<file path="src/rtl/noc_router_node.sv">
// rtl/noc_router_node.sv - single-input, NUM_PORTS-output NoC router node with input FIFO
//
// Purpose: buffers incoming packets in a FIFO_DEPTH-entry circular buffer, decodes
// the destination field from the top DEST_W bits of each packet, and offers it
// to exactly one output port over a valid/ack handshake. Packets whose
// destination is not a real port are discarded with a one-cycle drop_pulse.
//
// Ports:
//   clk         rising-edge clock
//   reset       synchronous, active-high reset
//   in_packet   incoming packet (PKT_W bits)
//   in_valid    in_packet valid
//   in_ready    node can accept a packet (FIFO not full)
//   out_packet  packet being forwarded, shared by all ports
//   out_valid   one-hot per-port offer
//   out_ack     per-port acceptance from downstream
//   busy        FSM not idle or FIFO non-empty
//   drop_pulse  one-cycle pulse when an invalid-destination packet is discarded
//   fifo_count  current FIFO occupancy
//   fwd_count   (NOC_STATS_EN only) per-port saturating forward counters
//   drop_count  (NOC_STATS_EN only) saturating drop counter
//
// Optional feature macro: NOC_STATS_EN adds the fwd_count/drop_count statistics.

module noc_router_node #(
  parameter int PKT_W      = 13,
  parameter int DEST_W     = 2,
  parameter int NUM_PORTS  = 4,
  parameter int FIFO_DEPTH = 4,
  parameter int CNT_W      = 16
) (
  input  logic                             clk,
  input  logic                             reset,
  input  logic [PKT_W-1:0]                 in_packet,
  input  logic                             in_valid,
  output logic                             in_ready,
  output logic [PKT_W-1:0]                 out_packet,
  output logic [NUM_PORTS-1:0]             out_valid,
  input  logic [NUM_PORTS-1:0]             out_ack,
  output logic                             busy,
  output logic                             drop_pulse,
  output logic [$clog2(FIFO_DEPTH+1)-1:0]  fifo_count
`ifdef NOC_STATS_EN
  ,
  output logic [NUM_PORTS*CNT_W-1:0]       fwd_count,
  output logic [CNT_W-1:0]                 drop_count
`endif
);

  localparam int AW = $clog2(FIFO_DEPTH);
  localparam int CW = $clog2(FIFO_DEPTH+1);

  if (NUM_PORTS < 1 || NUM_PORTS > 2**DEST_W || FIFO_DEPTH < 2 ||
      (FIFO_DEPTH & (FIFO_DEPTH - 1)) != 0 || CNT_W < 1 || DEST_W > PKT_W) begin : g_bad_params
    $error("noc_router_node: illegal parameter combination");
  end

  typedef enum logic [1:0] {IDLE, DECODE, ROUTE} state_t;

  logic [PKT_W-1:0]  mem [FIFO_DEPTH];
  logic [AW-1:0]     wr_ptr, rd_ptr;
  logic [CW-1:0]     count;
  state_t            state, state_nxt;
  logic [PKT_W-1:0]  pkt_q;
  logic [PKT_W-1:0]  out_pkt_q;
  logic [DEST_W-1:0] dest_q;
  logic              drop_q;
  logic [DEST_W-1:0] dest;
  logic              dest_bad;
  logic              push, pop, ack_sel;

  assign in_ready   = (count != CW'(FIFO_DEPTH));
  assign push       = in_valid && in_ready;
  assign pop        = (state == IDLE) && (count != '0);
  assign dest       = pkt_q[PKT_W-1 -: DEST_W];
  assign dest_bad   = (32'(dest) >= NUM_PORTS);
  assign ack_sel    = |(out_valid & out_ack);
  assign busy       = (state != IDLE) || (count != '0);
  assign fifo_count = count;
  assign drop_pulse = drop_q;
  assign out_packet = out_pkt_q;

  // Storage is not reset; occupancy is tracked by the pointers and count.
  always_ff @(posedge clk) begin
    if (push) mem[wr_ptr] <= in_packet;
  end

  // Pointers are AW bits wide, so they wrap at FIFO_DEPTH naturally.
  always_ff @(posedge clk) begin
    if (reset) begin
      wr_ptr <= '0;
      rd_ptr <= '0;
      count  <= '0;
    end else begin
      if (push) wr_ptr <= wr_ptr + AW'(1);
      if (pop)  rd_ptr <= rd_ptr + AW'(1);
      case ({push, pop})
        2'b10:   count <= count + CW'(1);
        2'b01:   count <= count - CW'(1);
        default: count <= count;
      endcase
    end
  end

  always_comb begin
    state_nxt = state;
    case (state)
      IDLE:    if (pop) state_nxt = DECODE;
      DECODE:  state_nxt = dest_bad ? IDLE : ROUTE;
      ROUTE:   if (ack_sel) state_nxt = IDLE;
      default: state_nxt = IDLE;
    endcase
  end

  always_comb begin
    out_valid = '0;
    for (int i = 0; i < NUM_PORTS; i++) begin
      out_valid[i] = (state == ROUTE) && (dest_q == DEST_W'(i));
    end
  end

  // out_pkt_q is a separate register so out_packet only changes on entry to
  // ROUTE and holds its last value while the next packet is popped and decoded.
  always_ff @(posedge clk) begin
    if (reset) begin
      state     <= IDLE;
      pkt_q     <= '0;
      out_pkt_q <= '0;
      dest_q    <= '0;
      drop_q    <= 1'b0;
    end else begin
      state  <= state_nxt;
      drop_q <= (state == DECODE) && dest_bad;
      if (pop) pkt_q <= mem[rd_ptr];
      if (state == DECODE && !dest_bad) begin
        dest_q    <= dest;
        out_pkt_q <= pkt_q;
      end
    end
  end

`ifdef NOC_STATS_EN
  always_ff @(posedge clk) begin
    if (reset) begin
      fwd_count  <= '0;
      drop_count <= '0;
    end else begin
      for (int d = 0; d < NUM_PORTS; d++) begin
        if (out_valid[d] && out_ack[d] && fwd_count[d*CNT_W +: CNT_W] != '1)
          fwd_count[d*CNT_W +: CNT_W] <= fwd_count[d*CNT_W +: CNT_W] + CNT_W'(1);
      end
      if (drop_q && drop_count != '1) drop_count <= drop_count + CNT_W'(1);
    end
  end
`endif

endmodule

</file>
<file path="config.mk">
export PLATFORM = sky130hd
export DESIGN_NAME = noc_router_node
export DESIGN_NICKNAME = d
export VERILOG_FILES = /design/src/rtl/noc_router_node.sv
export SDC_FILE = /design/constraint.sdc
export NUM_CORES = 1
export LEC_CHECK = 0
export CORE_MARGIN = 3
export CORE_UTILIZATION = 50
export CTS_CLUSTER_DIAMETER = 200
export DETAILED_ROUTE_END_ITERATION = 8
export HOLD_SLACK_MARGIN = 0.15
export PLACE_DENSITY = 0.73
export RECOVER_POWER = 25
export SYNTH_ARGS = -nofsm -noshare
export SYNTH_HDL_FRONTEND = slang
export SYNTH_SLANG_ARGS = --single-unit
</file>
<file path="constraint.sdc">
create_clock -name clk -period 3.5 [get_ports clk]
set_input_delay 0.525 -clock clk [delete_from_list [all_inputs] [get_ports clk]]
set_output_delay 0.525 -clock clk [all_outputs]
set_load 0.005 [all_outputs]
</file>
==> impl_metrics.tcl <==
set metrics [dict create \
    status "completed" \
    cts_resized 0 \
    grt_pass1_vias 1870 \
    globalplace.congestion 0.725 \
    synth.area.top_cells "edfxtp_1 46%, dfxtp_1 21%, mux4_1 5.5%" \
    cap_violations 0 \
    setup_slack_ns 1.12 \
    start_kind "flop" \
    synth_top_cell_area_share_pct 46.5 \
    clock-sinks 87 \
    hold_class "flop to flop" \
    initial_utilization_pct 52.3 \
    r2r_setup_slack_ns 1.12 \
    dieArea_um2 7740 \
    cts_hold_buf 0 \
    leakagePower_nw 1.37 \
    grt_pass1_wl_um 9320 \
    netlist_area_um2 3360 \
    rsz0062_at_grt "no" \
    insertion_delay_ns 0.34 \
    port_buffers 41 \
    nets 289 \
    hold_violations 0 \
    area_growth_pct 19.4 \
    cts_buffers 9 \
    route.detailed.drc 0 \
    top_layer "met4" \
    io_pins 43 \
    die_h_um 88.0 \
    crit_type "flop to flop" \
    post-route-min-period_ns 2.38 \
    wire_per_inst_um 16.6 \
    synth_top_flop_cell "edfxtp_1" \
    max_freq_mhz 421 \
    ys_warn_count 0 \
    irDropWorstVdd_v 0.000296 \
    cpPeakStageDelay_ns 0.51 \
    avgSynthCellArea_um2 15.2 \
    synth_top_cell_by_area "edfxtp_1" \
    worstPathRequired_ns 3.76 \
    swShare_pct 28.7 \
    dr_wl_met2_um 2780 \
    postSynthCellCount 221 \
    dp_hpwl_um 3630 \
    async_flop_share_pct 0 \
    vias 1882 \
    crit_slowest_cell "or3b_1" \
    maxSlewHeadroom_pct 36.2 \
    p_switching_mw 0.821 \
    synth_edf_count 52 \
    worst_pin_slew_ns 0.955 \
    drive_above_1_share_pct 10.8 \
    cts_root_buffer "clkbuf_8" \
    tns_ns 0 \
    critPathArrivalTime_ns 2.64 \
    dp_worst_setup_slack_ns 1.03 \
    firstDrtPassIters 4 \
    core_area_um2 6420 \
    intPower_mw 2.03 \
    skew_ns 0.00758 \
    viasPerCell 5.46 \
    drt-total-wl_um 5730 \
    combPwrFrac_pct 24.9 \
    wl_met3_um 298 \
    synth_nets 247 \
    pwr-share-clk_pct 25.7 \
    cts_tree "yes" \
    critPathTopFamily "simple AND/OR/NAND/NOR gates" \
    first_iter_violations 151 \
    synth-seq-cells 87 \
    post_cts_buffers 0 \
    path_cells "or3b_1 -> nand2_1 -> ha_1 -> inv_1 -> fa_1 -> xor2_1 -> or3_1 -> a21oi_1" \
    seq_area_frac_synth_pct 67.4 \
    cp_max_fo 10 \
    antenna_found_initial 0 \
    rows 29 \
    htreeDepth 3 \
    grt_max_degree 18 \
    die_w_um 88.0 \
    setup_viol 0 \
    overflow 0 \
    postRouteAntennaNets 0 \
    end_kind "flop" \
    synth_cell_types 39 \
    wl_met1_um 2510 \
    fin_crit_sh_pct 67.9 \
    antenna_cells 0 \
    cts.clk_slew.worst_paths_ns 0.08 \
    grt_usage_pct 16.6 \
    clock_path_buffers 2 \
    critPathBufInv 1 \
    seqPwrFrac_pct 49.4 \
    finalMaxSlewViolations 0 \
    power_density_nw_per_um2 712 \
]
==> power groups by stage <==
stage | clock [mW] | sequential, mW | combinational (mW)
after global routing | 0.799 | 1.44 | 0.788
final | 0.734 | 1.41 | 0.711
after detailed placement | 0 | 1.44 | 0.717
after global placement | 0 | 1.43 | 0.704
after CTS | 0.751 | 1.41 | 0.721
after floorplan | 0 | 1.36 | 0.565
==> synthesized netlist by cell type (4+ instances only) <==
| library cell | count |
|---|---|
| dfxtp_1 | 35 |
| nand2_1 | 28 |
| mux4_2 | 7 |
| a21oi_1 | 18 |
| and3_1 | 4 |
| nor2_1 | 6 |
| a22o_1 | 13 |
| inv_1 | 6 |
| ha_1 | 5 |
| mux4_1 | 7 |
| edfxtp_1 | 52 |
==> registers in the layout (all words and copies together) (netlist names) <==
register	cells
fifo_count	3
mem	52
out_packet	13
pkt_q	13
rd_ptr	2
state	2
wr_ptr	2
==> cells by family after synthesis <==
family	Yosys count	share of synthesized area, %
DFF	87	67.4
and+or+nand+nor	54	8.12
AOI/OAI and AO/OA	39	8.12
buffers and inverters	18	3.13
muxes	14	10.2
adders and majority gates	6	2.46
xor gates and xnor gates	2	0.522
other	1	0.112
==> layout by cell type (no fill, tap or decap), types with 4 or more instances in the layout <==
cell type,count
dlygate4sd3_1,10
mux4_1,7
inv_1,6
nor2_1,6
a22o_1,13
clkdlybuf4s50_1,31
clkbuf_8,9
mux4_2,7
dfxtp_1,35
nand2_1,28
and3_1,4
edfxtp_1,52
a21oi_1,18
ha_1,5
==> worst paths after layout <==
path | startpoint | endpoint | depth (start not counted)
max | fifo_count[2]$_SDFFE_PP0P_ | fifo_count[2]$_SDFFE_PP0P_ | 8
min | out_packet[6]$_SDFFE_PP0N_ | out_packet[6]$_SDFFE_PP0N_ | 2
max reg2reg | fifo_count[2]$_SDFFE_PP0P_ | fifo_count[2]$_SDFFE_PP0P_ | 8
min reg2reg | out_packet[6]$_SDFFE_PP0N_ | out_packet[6]$_SDFFE_PP0N_ | 2
==> layer usage <==
layer / vias up / track usage, %
met5: - / 0
met4: 0 / 9.07
met3: 12 / 3.57
met2: 59 / 27.7
met1: 897 / 20.3
li1: 914 / -
==> layout make-up <==
class                           count  area [um2]
Multi-Input combinational cell    116         991
Inverter                            6        22.5
Clock buffer                       10         128
Fill cell                         478        2410
Timing Repair Buffer               43         425
Sequential cell                    87        2260
Clock inverter                      6        85.1
Tap cell                           77        96.3
==> worst reg2reg max path: stages, from the launching register on <==
cell,delay [ns]
dfxtp_1,0.43
or3b_1,0.51
nand2_1,0.13
ha_1,0.19
inv_1,0.06
fa_1,0.38
xor2_1,0.16
or3_1,0.31
a21oi_1,0.14
==> through the flow <==
step                std cells  hold WS (ns)  power (mW)  utilization [%]  cell area, um2
floorplan                 221         0.432        1.92                -            3360
global placement          329         0.441        2.13             59.1            3800
detailed placement        329         0.447        2.15             59.1            3800
CTS                       345         0.458        2.89             62.4            4010
global route              345         0.475        3.03             62.4            4010
finish                    345         0.455        2.86             62.4            4010
Note: power is estimated with default switching activity, not from simulation.
